--- config.mk ---
export PLATFORM = sky130hd
export DESIGN_NAME = hold_bank
export DESIGN_NICKNAME = d
export VERILOG_FILES = /design/src/rtl/tetris_pkg.sv /design/src/rtl/key_edge.sv /design/src/rtl/hold_bank.sv
export SDC_FILE = /design/constraint.sdc
export NUM_CORES = 1
export LEC_CHECK = 0
export ABC_AREA = 1
export ABC_CLOCK_PERIOD_IN_PS = 4600
export CAP_MARGIN = 5
export CORE_MARGIN = 4
export CORE_UTILIZATION = 30
export CTS_BUF_LIST = sky130_fd_sc_hd__clkbuf_4 sky130_fd_sc_hd__clkbuf_8
export DETAILED_ROUTE_END_ITERATION = 10
export PLACE_DENSITY_LB_ADDON = 0.2
export REMOVE_ABC_BUFFERS = 1
export SKIP_LAST_GASP = 1
export SLEW_MARGIN = 20
export SYNTH_ARGS = -nofsm -noshare
export SYNTH_HDL_FRONTEND = slang
export SYNTH_HIERARCHICAL = 1
export SYNTH_SLANG_ARGS = --single-unit
--- constraint.sdc ---
create_clock -name clk -period 4.6 [get_ports clk]
set_input_delay 1.38 -clock clk [delete_from_list [all_inputs] [get_ports clk]]
set_output_delay 1.38 -clock clk [all_outputs]
set_load 0.005 [all_outputs]
--- src/rtl/tetris_pkg.sv ---
// Shared game constants: block row width, game FSM state codes, default
// keycodes, and the hold FSM state type used by hold_bank.
package tetris_pkg;

  localparam int unsigned BLOCK_W = 10;

  localparam logic [2:0] GS_SPAWN = 3'b010;
  localparam logic [2:0] GS_FALL  = 3'b100;

  localparam logic [7:0] HOLD_KEY_DEF  = 8'h06;
  localparam logic [7:0] CYCLE_KEY_DEF = 8'h07;

  typedef enum logic {
    HOLD_ARMED = 1'b0,
    HOLD_USED  = 1'b1
  } hold_state_t;

endpackage

--- src/rtl/key_edge.sv ---
// Press-edge detector for one keycode.
// Ports:
//   clk, reset : clock, asynchronous active-high reset
//   keycode    : current scancode (8'h00 = no key)
//   press      : high in the cycle keycode first equals KEY
module key_edge #(
  parameter logic [7:0] KEY = 8'h00
) (
  input  logic       clk,
  input  logic       reset,
  input  logic [7:0] keycode,
  output logic       press
);

  logic [7:0] prev_key;

  always_ff @(posedge clk or posedge reset) begin
    if (reset) prev_key <= '0;
    else       prev_key <= keycode;
  end

  assign press = (keycode == KEY) && (prev_key != keycode);

endmodule

--- src/rtl/hold_bank.sv ---
// Multi-slot hold bank for the falling piece.
// Ports:
//   clk, reset : clock, asynchronous active-high reset
//   keycode    : current scancode; HOLD_KEY swaps, CYCLE_KEY selects slot
//   game_state : game FSM state (SPAWN re-arms, FALL permits a hold)
//   in_block   : active falling piece pattern
//   slot_sel   : selected slot index
//   sblock     : contents of selected slot
//   slot_full  : per-slot occupied flags
//   can_swap   : a hold is still permitted in this drop
//   swap_empty : no slot occupied
//   out_block  : piece returned by the last swap
//   swap_done  : one-cycle pulse, a held piece was returned
//   need_new   : one-cycle pulse, piece went into an empty slot
module hold_bank #(
  parameter int unsigned BLOCK_W   = tetris_pkg::BLOCK_W,
  parameter int unsigned ROWS      = 2,
  parameter int unsigned NUM_SLOTS = 4,
  parameter logic [7:0]  HOLD_KEY  = tetris_pkg::HOLD_KEY_DEF,
  parameter logic [7:0]  CYCLE_KEY = tetris_pkg::CYCLE_KEY_DEF
) (
  input  logic                                clk,
  input  logic                                reset,
  input  logic [7:0]                          keycode,
  input  logic [2:0]                          game_state,
  input  logic [ROWS-1:0][BLOCK_W-1:0]        in_block,
  output logic [$clog2(NUM_SLOTS)-1:0]        slot_sel,
  output logic [ROWS-1:0][BLOCK_W-1:0]        sblock,
  output logic [NUM_SLOTS-1:0]                slot_full,
  output logic                                can_swap,
  output logic                                swap_empty,
  output logic [ROWS-1:0][BLOCK_W-1:0]        out_block,
  output logic                                swap_done,
  output logic                                need_new
);

  import tetris_pkg::*;

  localparam int unsigned SEL_W = $clog2(NUM_SLOTS);

  typedef logic [ROWS-1:0][BLOCK_W-1:0] block_t;

  block_t      slots [NUM_SLOTS];
  hold_state_t state;
  logic        hold_press;
  logic        cycle_press;
  logic        hold_accept;

  key_edge #(.KEY(HOLD_KEY)) u_hold_edge (
    .clk     (clk),
    .reset   (reset),
    .keycode (keycode),
    .press   (hold_press)
  );

  key_edge #(.KEY(CYCLE_KEY)) u_cycle_edge (
    .clk     (clk),
    .reset   (reset),
    .keycode (keycode),
    .press   (cycle_press)
  );

  // FALL and SPAWN are distinct codes, so requiring FALL here already gives
  // SPAWN priority over a same-cycle press.
  assign hold_accept = (state == HOLD_ARMED) && (game_state == GS_FALL) && hold_press;

  // Slot storage and occupancy flags.
  always_ff @(posedge clk or posedge reset) begin
    if (reset) begin
      for (int unsigned i = 0; i < NUM_SLOTS; i++) slots[i] <= '0;
      slot_full <= '0;
    end else if (hold_accept) begin
      slots[slot_sel]     <= in_block;
      slot_full[slot_sel] <= 1'b1;
    end
  end

  // Hold FSM, returned piece, pulses and slot selection.
  always_ff @(posedge clk or posedge reset) begin
    if (reset) begin
      state     <= HOLD_ARMED;
      out_block <= '0;
      swap_done <= 1'b0;
      need_new  <= 1'b0;
      slot_sel  <= '0;
    end else begin
      swap_done <= 1'b0;
      need_new  <= 1'b0;

      if (game_state == GS_SPAWN) begin
        state <= HOLD_ARMED;
      end else if (hold_accept) begin
        state <= HOLD_USED;
        if (slot_full[slot_sel]) begin
          out_block <= slots[slot_sel];
          swap_done <= 1'b1;
        end else begin
          need_new  <= 1'b1;
        end
      end

      if (cycle_press) slot_sel <= slot_sel + SEL_W'(1);
    end
  end

  assign sblock     = slots[slot_sel];
  assign can_swap   = (state == HOLD_ARMED);
  assign swap_empty = ~|slot_full;

endmodule

==> summary.txt, run 1 <==
GRT
  • Maximum number of pins on one net before global-route repair: between 40 and 50
  • Total routing resource utilization after global routing: 14.0%
  • Via count of the first global-routing pass: 4,750
  • Wire length of the first global-routing pass: 24,700 um
  • Number of antenna violations at the first check in global routing: 0
  • Total gr overflow: 0

Floorplanning
  • Floorplan Core Area: 19,600 um2
  • Top Ports: 83
  • Starting density of the core: between 30% and 40%
  • Std-Cell Rows: 51
  • DIE AREA: 22,400 um2
  • Die Ht: between 100 and 150 um
  • Die width: 150 um

Finish
  • FILL cells: 2,113
  • Filler-free cell count of the finished design: 1,119
  • Final antenna diode count: 0
  • Share of cells above drive strength 1: under 10%
  • Signed area change from the synthesized netlist to the final layout: 22.6%
  • Number of nets at the end of the flow: 879

Clock tree
  • Clk root buf: sky130_fd_sc_hd__clkbuf_8
  • Number of buffers on the longest clock path: 2
  • Clock insertion delay at the later pin of the skew report: about 0.43 ns
  • TritonCTS clock tree: built
  • CTS Sinks: approximately 130
  • Post-cts resize count: 0
  • Post-CTS Setup Inserts: 0
  • Post-CTS Hold Buffers: 0
  • Clock transition at path regs: 0.07 ns
  • Number of CTS-inserted buffers: 17
  • H-tree depth: 4

Routing
  • Number of nets with antenna violations after routing: 0
  • Routed WL per cell: roughly 13 um
  • DRC Markers: 0
  • Routed vias: 4,770
  • Length of the first detailed-routing pass in iterations: 5
  • Total Routed Length: around 15,000 um
  • Via density: 4.26
  • DRC marker count from the first detailed-route iteration: 237

Critical path
  • Kind of end point of the critical path: output port
  • Depth of the most critical reg-to-reg path: 5
  • WS Path Type: reg2out
  • Max stage delay on crit path: 0.73 ns
  • Crit path launch type: flop
  • FF-to-FF End: out_block[5]
  • Worst-case register-to-register setup slack: between 2 and 2.5 ns
  • RR Startpoint: slot_sel[1]
  • Cell type of the slowest stage on the worst timing path: sky130_fd_sc_hd__inv_1
  • CP Data Arrival Time: 2.45 ns
  • Worst-path fanout max: 25
  • CP required: 3.22 ns
  • Chain of cells forming the critical path: inv_1, nand3_1, nand2_1, clkdlybuf4s50_1

Yosys
  • Proportion of synthesized chip area in sequential cells: between 50% and 60%
  • Post-synthesis register bit count: 125
  • Synth Instances: between 700 and 800
  • Cells taking the most area after synthesis: sky130_fd_sc_hd__dfrtp_1, sky130_fd_sc_hd__nand2_1, sky130_fd_sc_hd__inv_1
  • Post-synthesis cell type with the largest combined area: sky130_fd_sc_hd__dfrtp_1
  • Post-Synthesis Cell Area: roughly 6000 um2
  • Top cell type's share of synthesized area: 52.0%
  • Unique cell type count in the Yosys netlist: 25
  • Synth warn: 6
  • Average cell area after synthesis: about 7.8 um2

Hold path
  • Destination of the worst hold path: slots[12]
  • Number of instances on the worst hold path: 2
  • Type of the most critical hold path: reg2reg
  • Startpoint of the lowest-slack hold path: slots[12]

Power
  • Total power divided by cell area: 345 nW/um2
  • Worst IR Drop VDD: 0.163 mV
  • Static leakage power: 0.00376 uW

Timing
  • Normalized max-slew margin: 32.1%
  • Actual slew at the worst max-slew pin: 1.02 ns
  • Count of pins over their slew limit: 0
  • Unrepaired setup endpoints after global routing: no
  • Maximum operating frequency: approximately 0.26 GHz
  • Total Negative Setup Slacks: 0 ns
  • Finish-stage setup viols: 0
  • Endpoints failing hold: 0
  • Share of the cycle needed by the critical path after routing: 83.3%
  • Tmin final: about 3.8 ns
  • Clock skew: 0.0109 ns

Flow run
  • Max-cap violations: 0

Place
  • Cells after DPL: 1,088
  • PortBufs: 82
  • Placer congestion estimate: 0.736
  • Final HPWL from detailed placement: 9530 um

Outcome
  • Outcome: finished clean
cell usage in the layout (no fill, tap or decap), drive strengths merged, types with 2 or more instances in the layout:
cell type	n
ha	4
nand3	64
nor3	2
clkinvlp	2
nor2	27
inv	141
nand4	2
o21ai	81
clkdlybuf4s50	82
nand2	284
clkinv	6
dfrtp	125
bufinv	4
buf	9
clkbuf	17
cell families (layout without fill, tap and decap cells):
logic type	after synthesis	in the layout	synth area share (%)
compound gates	82	82	7.19
xor+xnor	1	1	0.146
fa+ha+maj	4	4	0.831
buf+inv	174	261	13.5
flops	125	125	52.0
simple gates	381	381	26.4
report_power, final:
part	total [uW]	leakage, uW	internal, uW	switching [uW]
Clock	1050	0.000212	590	457
Combinational	382	0.00186	152	230
Sequential	1120	0.00168	1110	7.41
registers in the layout (all words and copies together) (netlist names):
| signal | cells |
|---|---|
| u_cycle_edge/prev_key | 8 |
| out_block | 20 |
| need_new | 1 |
| slot_sel | 2 |
| state | 1 |
| u_hold_edge/prev_key | 8 |
| slots | 80 |
| swap_done | 1 |
| slot_full | 4 |
worst max-delay path by stage:
stage	from	to	slack, ns
after detailed placement	keycode[1]	slots[50]	0.86
after CTS	slot_sel[1]	sblock[6]	0.64
final	slot_sel[1]	sblock[6]	0.77
after global placement	keycode[1]	slots[56]	0.90
after global routing	slot_sel[1]	sblock[0]	0.60
after floorplan	reset	need_new	0.35
through the flow:
step                utilization, %  setup WS [ns]  power (uW)  instance area [um2]  hold WS, ns
floorplan                        -          0.346        1330                 5730        0.455
global placement              35.5          0.905        1530                 6950        0.465
detailed placement            35.5          0.856        1530                 6950        0.468
CTS                           37.7          0.642        2580                 7380        0.487
global route                  37.7          0.597        2670                 7380        0.504
finish                        37.7          0.770        2550                 7380        0.484
synthesized netlist by cell type:
master	instances
sky130_fd_sc_hd__nand3_2	1
sky130_fd_sc_hd__o21ai_0	1
sky130_fd_sc_hd__inv_1	135
sky130_fd_sc_hd__nor3_1	2
sky130_fd_sc_hd__buf_4	2
sky130_fd_sc_hd__nand2_2	2
sky130_fd_sc_hd__nor2_2	3
sky130_fd_sc_hd__o21ai_1	74
sky130_fd_sc_hd__nor2_1	23
sky130_fd_sc_hd__nand2_1	278
sky130_fd_sc_hd__o21ai_2	6
sky130_fd_sc_hd__ha_1	4
sky130_fd_sc_hd__nand3_1	63
sky130_fd_sc_hd__nand4_1	2
sky130_fd_sc_hd__buf_6	18
sky130_fd_sc_hd__nor2_8	1
sky130_fd_sc_hd__nor4_1	1
sky130_fd_sc_hd__dfrtp_1	125
sky130_fd_sc_hd__buf_2	13
sky130_fd_sc_hd__nor3b_1	1
sky130_fd_sc_hd__inv_2	4
sky130_fd_sc_hd__a21oi_1	1
sky130_fd_sc_hd__nand2_4	4
sky130_fd_sc_hd__xor2_1	1
sky130_fd_sc_hd__clkbuf_1	2
critical path: cells and delay by family, from the launching register on:
family	cells	cell delay, ns
buf+inv	2	1.25
simple gates	2	0.39
flops	1	0.38
cell type report:
class / count / area, um2 / share of cell area (%)
sequential: 125 / 3130 / 42.4
multi-input combinational: 468 / 2080 / 28.2
timing repair buffer: 91 / 888 / 12.0
inverter: 139 / 524 / 7.10
tap: 265 / 332 / 4.49
clock buffer: 17 / 234 / 3.17
clock inverter: 14 / 194 / 2.63
layer usage:
metal	up-vias	global-route usage [%]	wire, um
met3	10	3.76	694
met4	0	3.39	122
li1	2474	-	-
met2	82	22.8	6690
met1	2204	18.7	7180
met5	-	0	0
Note: power is estimated with default switching activity, not from simulation.
==> run 2, diff against run 1 <==
- ABC_CLOCK_PERIOD_IN_PS: 4600 -> 3510
- clock period: 4.6 -> 3.51 ns (I/O delays scaled with it)
==> summary.txt, run 2 (synthesis gave the netlist of run 1 again) <==
Place
  • Final HPWL from detailed placement: 9610 um
  • PortBufs: 82
  • Placer congestion estimate: around 0.70
  • Cells after DPL: 1,091

GRT
  • Grt peak-use layer: met2
  • Via count of the first global-routing pass: 4,683
  • Global routing met2 resource utilization: 22.9%
  • Met1 Use GR: approximately a fifth
  • Maximum number of pins on one net before global-route repair: 50
  • Wire length of the first global-routing pass: 25,200 um
  • Number of antenna violations at the first check in global routing: 0
  • Total routing resource utilization after global routing: between 10% and 20%
  • Met3 GRT Util: roughly 3.6%
  • Total gr overflow: 0

Routing
  • Routed vias: 4,721
  • Number of nets with antenna violations after routing: 0
  • Length of the first detailed-routing pass in iterations: 6
  • DRC Markers: 0
  • Via density: 4.20
  • DRC marker count from the first detailed-route iteration: 232
  • Total Routed Length: 15,100 um
  • Routed WL per cell: 13.4 um

Floorplanning
  • Die width: 150 um
  • Std-Cell Rows: between 50 and 60
  • Floorplan Core Area: 19,600 um2
  • Starting density of the core: 30.7%
  • Die Ht: 150 um
  • Top Ports: 83
  • DIE AREA: 22,400 um2

Timing
  • Worst Hold Slack: 0.481 ns
  • Tmin final: 3.16 ns
  • Count of pins over their slew limit: 0
  • Unrepaired setup endpoints after global routing: no
  • Share of the cycle needed by the critical path after routing: 90.0%
  • Maximum operating frequency: ~0.32 GHz
  • Finish-stage setup viols: 0
  • Endpoints failing hold: 0
  • Normalized max-slew margin: 34.5%
  • Actual slew at the worst max-slew pin: between 0.9 and 1 ns
  • Clock skew: 0.0123 ns

Finish
  • Registers with the most flip-flops: slots x80, out_block x20
  • Flip-flop count of the largest register, all copies and words added: 80
  • Area taken by flip-flops and latches: 3130 um2
  • Number of nets at the end of the flow: approximately 900
  • Most frequent cells in the layout: sky130_fd_sc_hd__nand2_1, sky130_fd_sc_hd__inv_1, sky130_fd_sc_hd__dfrtp_1
  • Final antenna diode count: 0
  • Register with the most flip-flops: slots
  • Share of cells above drive strength 1: 7.81%
  • Most common library cell in the layout ignoring fill and taps: sky130_fd_sc_hd__nand2_1
  • Area of combinational cells with multiple inputs: 2080 um2
  • FILL cells: between 2,000 and 2,500
  • Filler-free cell count of the finished design: 1,123
  • Signed area change from the synthesized netlist to the final layout: 23.4%

Hold path
  • Startpoint of the lowest-slack hold path: out_block[1]
  • Number of instances on the worst hold path: 2
  • Destination of the worst hold path: out_block[1]
  • Type of the most critical hold path: reg2reg

Power
  • Static leakage power: 0.00377 uW
  • Total power divided by cell area: 448 nW/um2
  • Worst IR Drop VDD: 0.248 mV

Clock tree
  • Post-CTS Hold Buffers: 0
  • Number of buffers on the longest clock path: 2
  • H-tree depth: 4
  • Clk root buf: sky130_fd_sc_hd__clkbuf_8
  • Clock insertion delay at the later pin of the skew report: 0.44 ns
  • CTS Sinks: 125
  • Number of CTS-inserted buffers: 17
  • Clock transition at path regs: 0.08 ns
  • Post-cts resize count: 0
  • TritonCTS clock tree: built
  • Post-CTS Setup Inserts: 0

Critical path
  • Crit path launch type: flop
  • Kind of end point of the critical path: output port
  • Worst-path fanout max: 15
  • CP required: 2.46 ns
  • Worst-case register-to-register setup slack: between 1 and 1.5 ns
  • Depth of the most critical reg-to-reg path: 8
  • WS Path Type: reg2out
  • RR Startpoint: slot_sel[0]
  • FF-to-FF End: out_block[5]
  • CP Data Arrival Time: 2.11 ns

Outcome
  • Outcome: finished clean

Flow run
  • Max-cap violations: 0
-- run 2: changes by cell type in the layout (fill, tap and decap cells not counted), sizes merged --
| cell | change |
|---|---|
| inv | -1 |
| buf | +3 |
| clkbuf | +1 |
| bufinv | -1 |
| clkinvlp | +3 |
| clkinv | -1 |
-- run 2: where the power goes --
part | total, uW | internal [uW] | switching, uW
Combinational | 523 | 214 | 308
Clock | 1340 | 720 | 616
Sequential | 1470 | 1460 | 9.16
-- run 2: area by class of cell --
type / count / share of cell area [%]
multi-input cells: 468 / 28.0
inverters: 139 / 7.06
flip-flops and latches: 125 / 42.1
well taps: 265 / 4.46
clock buffers: 18 / 3.33
repair buffers: 94 / 12.8
clock inverters: 14 / 2.27
-- run 2: through the flow --
stage	TNS, ns	power [uW]	utilization, %	cell area [um2]	setup slack [ns]
2_1_floorplan	-45.45	1750	-	5730	-0.417
6_report	0	3330	37.9	7430	0.350
4_1_cts	0	3380	37.9	7430	0.295
5_1_grt	0	3510	37.9	7430	0.162
3_5_place_dp	0	2030	35.8	7010	0.274
3_3_place_gp	0	2030	35.8	7010	0.290
-- run 2: worst max path at each step --
stage	startpoint	end	cells after the start
final	slot_sel[0]	sblock[8]	6
after detailed placement	keycode[1]	slots[31]	10
after floorplan	reset	need_new	1
after CTS	slot_sel[0]	sblock[8]	6
after global placement	keycode[1]	slots[12]	10
after global routing	slot_sel[0]	sblock[8]	6
-- run 2: worst max-delay path, stage by stage (launching register included) --
cell and delay (ns):
sky130_fd_sc_hd__dfrtp_2 0.42, sky130_fd_sc_hd__inv_2 0.28, sky130_fd_sc_hd__buf_4 0.27, sky130_fd_sc_hd__nand2_1 0.07
sky130_fd_sc_hd__nand3_1 0.06, sky130_fd_sc_hd__nand2_1 0.10, sky130_fd_sc_hd__clkdlybuf4s50_1 0.46
-- run 2: per-layer routing --
layer | vias up | share of wire [%]
met5 | - | 0
met1 | 2149 | 49
met3 | 8 | 4.5
met2 | 90 | 46
met4 | 0 | 0.80
li1 | 2474 | -
==> run 3, diff against run 2 <==
- SKIP_CTS_REPAIR_TIMING: unset -> 1
==> results of run 3 <==
Same layout as run 2: the final DEF is identical, and so are final timing and power.
==> RTL edit (settings of run 2) <==
The package constant `BLOCK_W` goes from 10 to 20.
--- a/src/rtl/tetris_pkg.sv
+++ b/src/rtl/tetris_pkg.sv
@@ -4,3 +4,3 @@
 
-  localparam int unsigned BLOCK_W = 10;
+  localparam int unsigned BLOCK_W = 20;
 
Interface: changed (resized in_block, out_block and sblock); port bits go from 83 to 143. No check against the original RTL was run, so the function may have changed too.
==> RTL edit against run 2 <==
Critical path depth is the same; total power grew 87%; sequential cell count grew 100; wire length grew 87%; fmax shrank 3.4%; clock skew grew 0.013 ns; first-iteration DRC count grew 100%; cell area grew 79%; core utilization grew 0.71 points; area after synthesis grew 74%; worst setup slack lost 0.11 ns; critical path type unchanged.
==> RTL edit: results (changes against run 2) <==
** Drt
- The number of vias per cell came to 4.36 (+3.8%).
- The first-pass iteration count of the detailed router came to 4 (-2).
- The detail-routed net length per standard cell came to 14.1 microns (+5.3%).
- Detailed-route via count :: 8682 (+84%)
- The count of routing violations after the opening detailed-route iteration came to 474 (+100%).

** Timing
- The worst slew slack as a fraction of its limit was 64.7% (+30 points).
- Min Hold Slack :: 0.477 ns (-0.00461 ns)
- Setup clock skew after layout :: 0.0252 ns (+0.0129 ns)

** Clocking
- Insertion delay to the later sink of the worst-skew pair :: 0.55 ns (+0.11 ns)
- Number of buffers added by the clock tree synthesis step :: 42 (+25)
- Clock tree buffer depth :: 3 (+1)
- The clock transition at the registers of the reported paths was 0.05 ns (-0.03 ns).
- The number of H-tree levels was 2 (-2).

** Synthesis
- The sequential-to-total area share from yosys stat came to 53.9% (+1.9 points).
- Leading post-synthesis cells by cell area :: sky130_fd_sc_hd__dfrtp_1 (54%), sky130_fd_sc_hd__nand2_1 (18%), sky130_fd_sc_hd__inv_1 (8.5%), sky130_fd_sc_hd__o21ai_1 (7.7%), sky130_fd_sc_hd__nand3_1 (5.9%)
- List of most frequent post-synthesis cells :: sky130_fd_sc_hd__nand2_1 (499), sky130_fd_sc_hd__inv_1 (236), sky130_fd_sc_hd__dfrtp_1 (225)
- The post-synthesis average cell area is 7.66 sq um (-2.4%).
- Compound-Gate Fraction of Synth Area :: 7.76% (+0.57 points)
- The adder-cell share of the synthesized area was 0.479% (-0.35 points).
- Xor/xnor cell area share of the yosys netlist :: 0.0839% (-0.062 points)
- The count of cell types in the netlist came to 23 (-8.0%).

** Layout
- Fraction of final layout cells with drive strength greater than 1 :: 7.69% (-0.12 points)
- The largest registers in the layout are slots: 160 flops, out_block: 40 flops.
- Layout Nets :: 1564 (+77%)

** Global routing
- First-pass GRT wire length :: 46500 microns (+84%)
- The maximum number of pins on one net before global-route repair came to 70 (+40%).

** Placement
- Placed wire-length estimate after detailed placement :: 17800 microns (+85%)
- The instance area after placement was 12400 sq um (+77%).
- The total of buffers placed on input and output ports came to 142 (+73%).
- GP Congestion :: 0.751 (+7.2%)
- Dpl ws :: 0.196 ns (-0.0788 ns)

** Critical path
- Capturing instance or port of the critical path :: sblock[17]
- The delay of the slowest cell on the worst path was 0.48 ns (+0.02 ns).
- The arrival time at the worst endpoint was 2.22 ns (+0.11 ns).
- The register-to-register setup slack came to 1.39 ns (+0.03 ns).
- Library cell contributing the largest single delay on the critical path :: sky130_fd_sc_hd__dfrtp_4
- The worst register-to-register path ends at out_block[25].

** Hold path
- WHS Endpoint :: out_block[33]
- In this run the most critical hold path is launched from out_block[33].

** Power and ir drop
- The worst IR drop on VDD came to 0.000224 V (-9.8%).
- The leakage power total was 6.71 nW (+78%).

** Outcome
- Outcome :: completed
RTL edit: worst reg2reg max path, stage by stage (launching register included):
cell and delay (ns):
sky130_fd_sc_hd__dfrtp_4 0.42, sky130_fd_sc_hd__buf_4 0.44, sky130_fd_sc_hd__nand2_1 0.14, sky130_fd_sc_hd__nand2_1 0.10, sky130_fd_sc_hd__nand2_1 0.06, sky130_fd_sc_hd__nand2_2 0.38, sky130_fd_sc_hd__buf_4 0.30, sky130_fd_sc_hd__nand3_1 0.14
sky130_fd_sc_hd__nand2_1 0.08
RTL edit: layout make-up:
| class | instances | area, sq um |
|---|---|---|
| clock inverters | 3 | 22.5 |
| clock buffers | 69 | 868 |
| fillers | 3619 | 21100 |
| multi-input cells | 827 | 3580 |
| repair buffers | 170 | 1730 |
| well taps | 455 | 569 |
| flip-flops and latches | 225 | 5640 |
| inverters | 241 | 913 |
RTL edit: where the power goes:
group	leakage, nW	internal (mW)	total (mW)	switching (mW)
Clock	0.475	1.55	2.63	1.08
Sequential	3.08	2.62	2.63	0.0130
Combinational	3.16	0.381	0.944	0.562
Total	6.71	4.56	6.21	1.65
RTL edit: layer usage:
metal,GRT usage [%],wire [microns],vias up
met2,24.8,13100,162
met1,20.2,13300,4040
met3,2.98,1200,42
met5,0,0,-
li1,-,-,4438
met4,3.67,535,0
RTL edit: cells by family (layout without fill, tap and decap cells):
logic type | Yosys count | count (layout)
AOI/OAI and AO/OA | 162 | 162
xor gates and xnor gates | 1 | 1
and+or+nand+nor | 660 | 660
adders and majority gates | 4 | 4
DFF | 225 | 225
buffers and inverters | 312 | 483
RTL edit: timing repair:
action	4_1_cts	5_1_grt
setup buffers	0	0
hold buffers	0	0
hold endpoints to repair	0	0
gates resized for setup	0	2
setup endpoints to repair	0	7
